$ cat config.mk
export PLATFORM = sky130hd
export DESIGN_NAME = stack_ptr_unit
export DESIGN_NICKNAME = d
export VERILOG_FILES = /design/src/rtl/stack_ptr_unit.sv
export SDC_FILE = /design/constraint.sdc
export NUM_CORES = 1
export LEC_CHECK = 0
export BUFFER_PORTS_ARGS = -buffer_cell sky130_fd_sc_hd__buf_2
export CAP_MARGIN = 20
export CORE_MARGIN = 5
export CORE_UTILIZATION = 55
export CTS_CLUSTER_DIAMETER = 80
export CTS_CLUSTER_SIZE = 10
export DETAILED_ROUTE_END_ITERATION = 10
export PLACE_DENSITY = 0.77
export SYNTH_ARGS = -nofsm -noshare
export SYNTH_HDL_FRONTEND = slang
export SYNTH_SLANG_ARGS = --single-unit
$ cat constraint.sdc
create_clock -name clk -period 6.8 [get_ports clk]
set_clock_uncertainty 0.1 [all_clocks]
set_input_delay 1.02 -clock clk [delete_from_list [all_inputs] [get_ports clk]]
set_output_delay 1.02 -clock clk [all_outputs]
set_load 0.03 [all_outputs]
$ cat src/rtl/stack_ptr_unit.sv
// Stack pointer with range-checked push/pop/adjust/load and a sticky fault state.
// sp/high_water/flags update 1 cycle after the request; no backpressure (ops in FAULT are dropped).
module stack_ptr_unit #(
    parameter int                 WIDTH       = 32,
    parameter logic [WIDTH-1:0]   STACK_BASE  = 32'h10010100,
    parameter logic [WIDTH-1:0]   STACK_LIMIT = 32'h10000000,
    parameter int                 STEP        = 4
) (
    input  logic             clk,
    input  logic             reset,
    input  logic             push,
    input  logic             pop,
    input  logic             adj_en,
    input  logic [WIDTH-1:0] adj_val,
    input  logic             load_en,
    input  logic [WIDTH-1:0] load_data,
    input  logic             clear_err,
    output logic [WIDTH-1:0] sp,
    output logic [WIDTH-1:0] high_water,
    output logic             overflow,
    output logic             underflow,
    output logic             fault
);

    localparam int EXT_W = WIDTH + 2;

    localparam logic signed [EXT_W-1:0] LIMIT_EXT = {2'b00, STACK_LIMIT};
    localparam logic signed [EXT_W-1:0] BASE_EXT  = {2'b00, STACK_BASE};
    localparam logic signed [EXT_W-1:0] STEP_EXT  = EXT_W'(STEP);

    typedef enum logic {
        ST_NORMAL = 1'b0,
        ST_FAULT  = 1'b1
    } state_t;

    state_t             state_q, state_d;
    logic [WIDTH-1:0]   sp_q, sp_d;
    logic [WIDTH-1:0]   hw_q, hw_d;
    logic               ovf_q, ovf_d;
    logic               unf_q, unf_d;

    logic signed [EXT_W-1:0] sp_ext;
    logic signed [EXT_W-1:0] adj_ext;
    logic signed [EXT_W-1:0] cand;
    logic                    op_vld;

    // Two guard bits: sp is an unsigned pointer, adj_val is signed, so any
    // wrap past 0 or 2**WIDTH shows up as an out-of-range candidate.
    assign sp_ext  = {2'b00, sp_q};
    assign adj_ext = {{2{adj_val[WIDTH-1]}}, adj_val};

    // push together with pop is a deliberate no-op and is never range-checked.
    assign op_vld = load_en | adj_en | (push ^ pop);

    always_comb begin
        cand = sp_ext;
        if (load_en) begin
            cand = {2'b00, load_data};
        end else if (adj_en) begin
            cand = sp_ext + adj_ext;
        end else if (push && !pop) begin
            cand = sp_ext - STEP_EXT;
        end else if (pop && !push) begin
            cand = sp_ext + STEP_EXT;
        end
    end

    always_comb begin
        state_d = state_q;
        sp_d    = sp_q;
        hw_d    = hw_q;
        ovf_d   = ovf_q;
        unf_d   = unf_q;

        if (clear_err) begin
            ovf_d   = 1'b0;
            unf_d   = 1'b0;
            hw_d    = sp_q;
            state_d = ST_NORMAL;
        end else if (state_q == ST_NORMAL && op_vld) begin
            if (cand < LIMIT_EXT) begin
                ovf_d   = 1'b1;
                state_d = ST_FAULT;
            end else if (cand > BASE_EXT) begin
                unf_d   = 1'b1;
                state_d = ST_FAULT;
            end else begin
                sp_d = cand[WIDTH-1:0];
                if (sp_d < hw_q) begin
                    hw_d = sp_d;
                end
            end
        end
    end

    always_ff @(posedge clk or posedge reset) begin
        if (reset) begin
            state_q <= ST_NORMAL;
            sp_q    <= STACK_BASE;
            hw_q    <= STACK_BASE;
            ovf_q   <= 1'b0;
            unf_q   <= 1'b0;
        end else begin
            state_q <= state_d;
            sp_q    <= sp_d;
            hw_q    <= hw_d;
            ovf_q   <= ovf_d;
            unf_q   <= unf_d;
        end
    end

    assign sp         = sp_q;
    assign high_water = hw_q;
    assign overflow   = ovf_q;
    assign underflow  = unf_q;
    assign fault      = (state_q == ST_FAULT);

endmodule

==> impl_metrics.toml <==
[synth]
synth_top_area_share_pct = 18.9
synth_commonest_cells = "nand2_1 (101), ha_1 (66), dfrtp_1 (61)"
ys_seq_area_share_pct = 20.8
synth-edff-count = 0
synth_area_sq_um = 8100
synth.most_common_cell = "nand2_1"
syn_avg_cell_area_sq_um = 7.74
ys_warn_count = 0
async_flop_share_pct = 100
yosys.area.top_type = "dfrtp_1"
synthFlopType = "dfrtp_1"
yosysUniqueCellTypes = 86
synth.top_cells.by_area = "dfrtp_1 (19%), ha_1 (10%), nand2_1 (4.7%), a21oi_1 (3.3%), o21ai_0 (2.9%)"
syn_nets = 1184
synthCells = 1046
synth_seq_cells = 67

[routing]
vias = 9204
postRouteAntennaNets = 0
wl_microns = 30000
initialDrtViolationCount = 913
wl_per_cell_microns = 22.5
drt-vias-per-instance = 6.90
route.detailed.drc = 0
dr.pass1.iters = 7

[run]
cap_violations = 0

[die]
io_pins = 138
dieHeight_microns = 131
design.die.area_sq_um = 17200
die_w_microns = 131
placeableCoreArea_sq_um = 14500
rows = 44
start_util_pct = 55.9

[critical_path]
slowest_delay_ns = 0.55
critPathBufInv = 2
cp.arrival_ns = 6.31
rr_worst_depth = 18
end_kind = "flip-flop"
cpMaxStageDelayCell = "o211a_1"
crit_type = "in -> reg"
reg2reg_to = "high_water[11]$_DFFE_PP0P_"
cp_cell_sequence = "buf_2, ha_1, nand2_1, or3b_1, a2111o_1, a32oi_1, xor2_1, a221oi_1, inv_1, ha_1, or4_1, a211oi_1, o21ai_0, o31a_1, o21ai_0, a2111o_1, o211a_1, a41oi_1, a22oi_1"
reg2reg_from = "sp[4]$_DFFE_PP0P_"
critPathLaunchType = "primary input"
cp_max_fo = 18
cp.required_ns = 6.93
reg2reg_slack_ns = 0.77
cp_top_family = "compound AO/OA/AOI/OAI gates"

[pwr]
max-vdd-ir-drop_mv = 0.212
switchingPower_w = 0.000381
p_leak_nw = 4.39
p_clk_share_pct = 44.0
netSwitchingFraction_pct = 29.3
intPower_w = 0.000918
power_density_nw_per_um2 = 140
p_seq_share_pct = 31.7
power_frac_comb_pct = 24.4

[worst_hold_path]
worstHoldEndpoint = "overflow$_DFFE_PP0P_"
holdPathStages = 2
hold_path_startpoint = "overflow$_DFFE_PP0P_"
hold_path.class = "reg -> reg"

[cts]
clock-root-buffer = "clkbuf_16"
cts_htree_levels = 3
clockBufferDepth = 2
clk_latency_ns = 0.33
cts_sinks = 67
cts_hold_buffers = 0
cts_tree = "built"
cts_buffers = 9
clk_pin_slew_ns = 0.05
cts_resized = 0
cts_setup_buffers = 0

[sta]
tightestPinTransition_ns = 0.855
finalSetupViolations = 0
finalSetupTns_ns = 0
fin_crit_sh_pct = 90.8
finalHoldViolCount = 0
min_period_ns = 6.18
fmax_mhz = 162
maxSlewHeadroom_pct = 42.8
final_max_slew_viol_count = 0
grt_setup_unrepaired = "no"

[place]
gp_congestion = 1.03
portBuffers = 137
dp_cells = 1319
dp_hpwl_microns = 23000

[grt]
grt_usage_pct = 33.1
grt_pass1_wl_microns = 46900
antenna_found_initial = 0
overflow = 0
first_global_vias = 8622
grt_max_degree = 73

[final_layout]
areaGrowthSynthToFinish_pct = 14.7
layout-drive-gt1-share_pct = 18.3
diodes = 0
fin_nets = 1284
final_cells = 1334
n_fill_cell = 1317

[run_status]
outcome = "complete, no violations"
[per-layer routing]
metal / share of wire (%) / track usage, %
met3: 10 / 4.97
met2: 43 / 49.8
met5: 0 / 0
met4: 3.4 / 12.3
met1: 43 / 48.1
[layout by cell type (no fill, tap or decap), types with 9 or more instances in the layout]
| cell type | Yosys | layout |
|---|---|---|
| and3_1 | 20 | 20 |
| a32oi_1 | 11 | 11 |
| nand2_1 | 101 | 101 |
| o211ai_1 | 10 | 10 |
| a22oi_1 | 9 | 9 |
| nor2b_1 | 25 | 25 |
| a31oi_1 | 18 | 18 |
| buf_4 | 3 | 25 |
| and4_1 | 12 | 12 |
| buf_2 | 8 | 137 |
| ha_1 | 66 | 66 |
| nand3_1 | 29 | 29 |
| xor2_1 | 12 | 12 |
| nor2_1 | 54 | 54 |
| a211o_1 | 10 | 10 |
| xnor2_1 | 16 | 16 |
| or3_1 | 15 | 15 |
| inv_1 | 57 | 56 |
| a21oi_1 | 53 | 53 |
| o31ai_1 | 30 | 30 |
| nor3_1 | 27 | 27 |
| a41oi_1 | 13 | 13 |
| or4_1 | 11 | 11 |
| mux2i_1 | 10 | 10 |
| and2_1 | 12 | 12 |
| a211oi_1 | 15 | 15 |
| clkbuf_16 | 0 | 9 |
| o21ai_0 | 47 | 47 |
| mux2_1 | 15 | 15 |
| nand4_1 | 36 | 36 |
| a21o_1 | 26 | 26 |
| nor4_1 | 18 | 18 |
| dfrtp_1 | 61 | 61 |
[worst register-to-register path, stage by stage (launching register included)]
cell and delay, ns:
dfrtp_1 0.55, ha_1 0.46, nand2_1 0.09, or3b_1 0.41, a2111o_1 0.49, a32oi_1 0.26
xor2_1 0.13, a221oi_1 0.47, inv_1 0.10, ha_1 0.23, or4_1 0.53, a211oi_1 0.29
o21ai_0 0.15, o31a_1 0.29, o21ai_0 0.16, a2111o_1 0.15, o211a_1 0.55, a41oi_1 0.26
a22oi_1 0.25
[flip-flops by register name, summed over array words and instances (netlist names)]
register	flops
sp	32
underflow	1
fault	1
high_water	32
overflow	1
[power groups by stage]
stage	Combinational, W	Clock, W	Sequential (W)
6_report	0.000317	0.000571	0.000412
5_1_grt	0.000343	0.000591	0.000412
4_1_cts	0.000309	0.000575	0.000411
3_5_place_dp	0.000304	0	0.000418
3_3_place_gp	0.000301	0	0.000418
2_1_floorplan	0.000191	0	0.000431
[worst max path at each step]
stage	cells after the start	slack, ns	end	start
finish	19	0.62	high_water[11]$_DFFE_PP0P_	adj_val[3]
global route	19	0.48	high_water[11]$_DFFE_PP0P_	adj_val[3]
CTS	19	0.75	high_water[11]$_DFFE_PP0P_	adj_val[3]
floorplan	20	1.23	high_water[16]$_DFFE_PP1P_	adj_val[3]
global placement	19	0.61	high_water[8]$_DFFE_PP1P_	adj_val[3]
detailed placement	19	0.56	high_water[10]$_DFFE_PP0P_	adj_val[3]
[through the flow]
stage / area [sq um] / util [%] / power, W / hold slack (ns) / setup WS [ns]
final: 9280 / 64.1 / 0.00130 / 0.414 / 0.624
after global routing: 9280 / 64.1 / 0.00135 / 0.461 / 0.484
after global placement: 8920 / 61.6 / 0.000719 / 0.389 / 0.611
after CTS: 9280 / 64.1 / 0.00129 / 0.416 / 0.750
after floorplan: 8100 / - / 0.000621 / 0.470 / 1.23
after detailed placement: 8920 / 61.6 / 0.000722 / 0.399 / 0.555
[kinds of logic after synthesis]
kind of cell             share of synthesized area [%]
XOR/XNOR                                          3.03
AND/OR/NAND/NOR                                   26.5
multiplexers                                      4.16
adder cells (fa/ha/maj)                           10.6
AO/OA/AOI/OAI                                     28.5
buffers and inverters                             6.43
flip-flops                                        20.8
[final cells by class]
| type | instances | area (sq um) | share of cell area (%) |
|---|---|---|---|
| repair buffers | 163 | 893 | 9.62 |
| well taps | 184 | 230 | 2.48 |
| clock inverters | 5 | 125 | 1.35 |
| clock buffers | 10 | 239 | 2.57 |
| multi-input cells | 846 | 5890 | 63.5 |
| flip-flops and latches | 67 | 1680 | 18.1 |
| inverters | 59 | 221 | 2.39 |
Note: power is estimated with default switching activity, not from simulation.
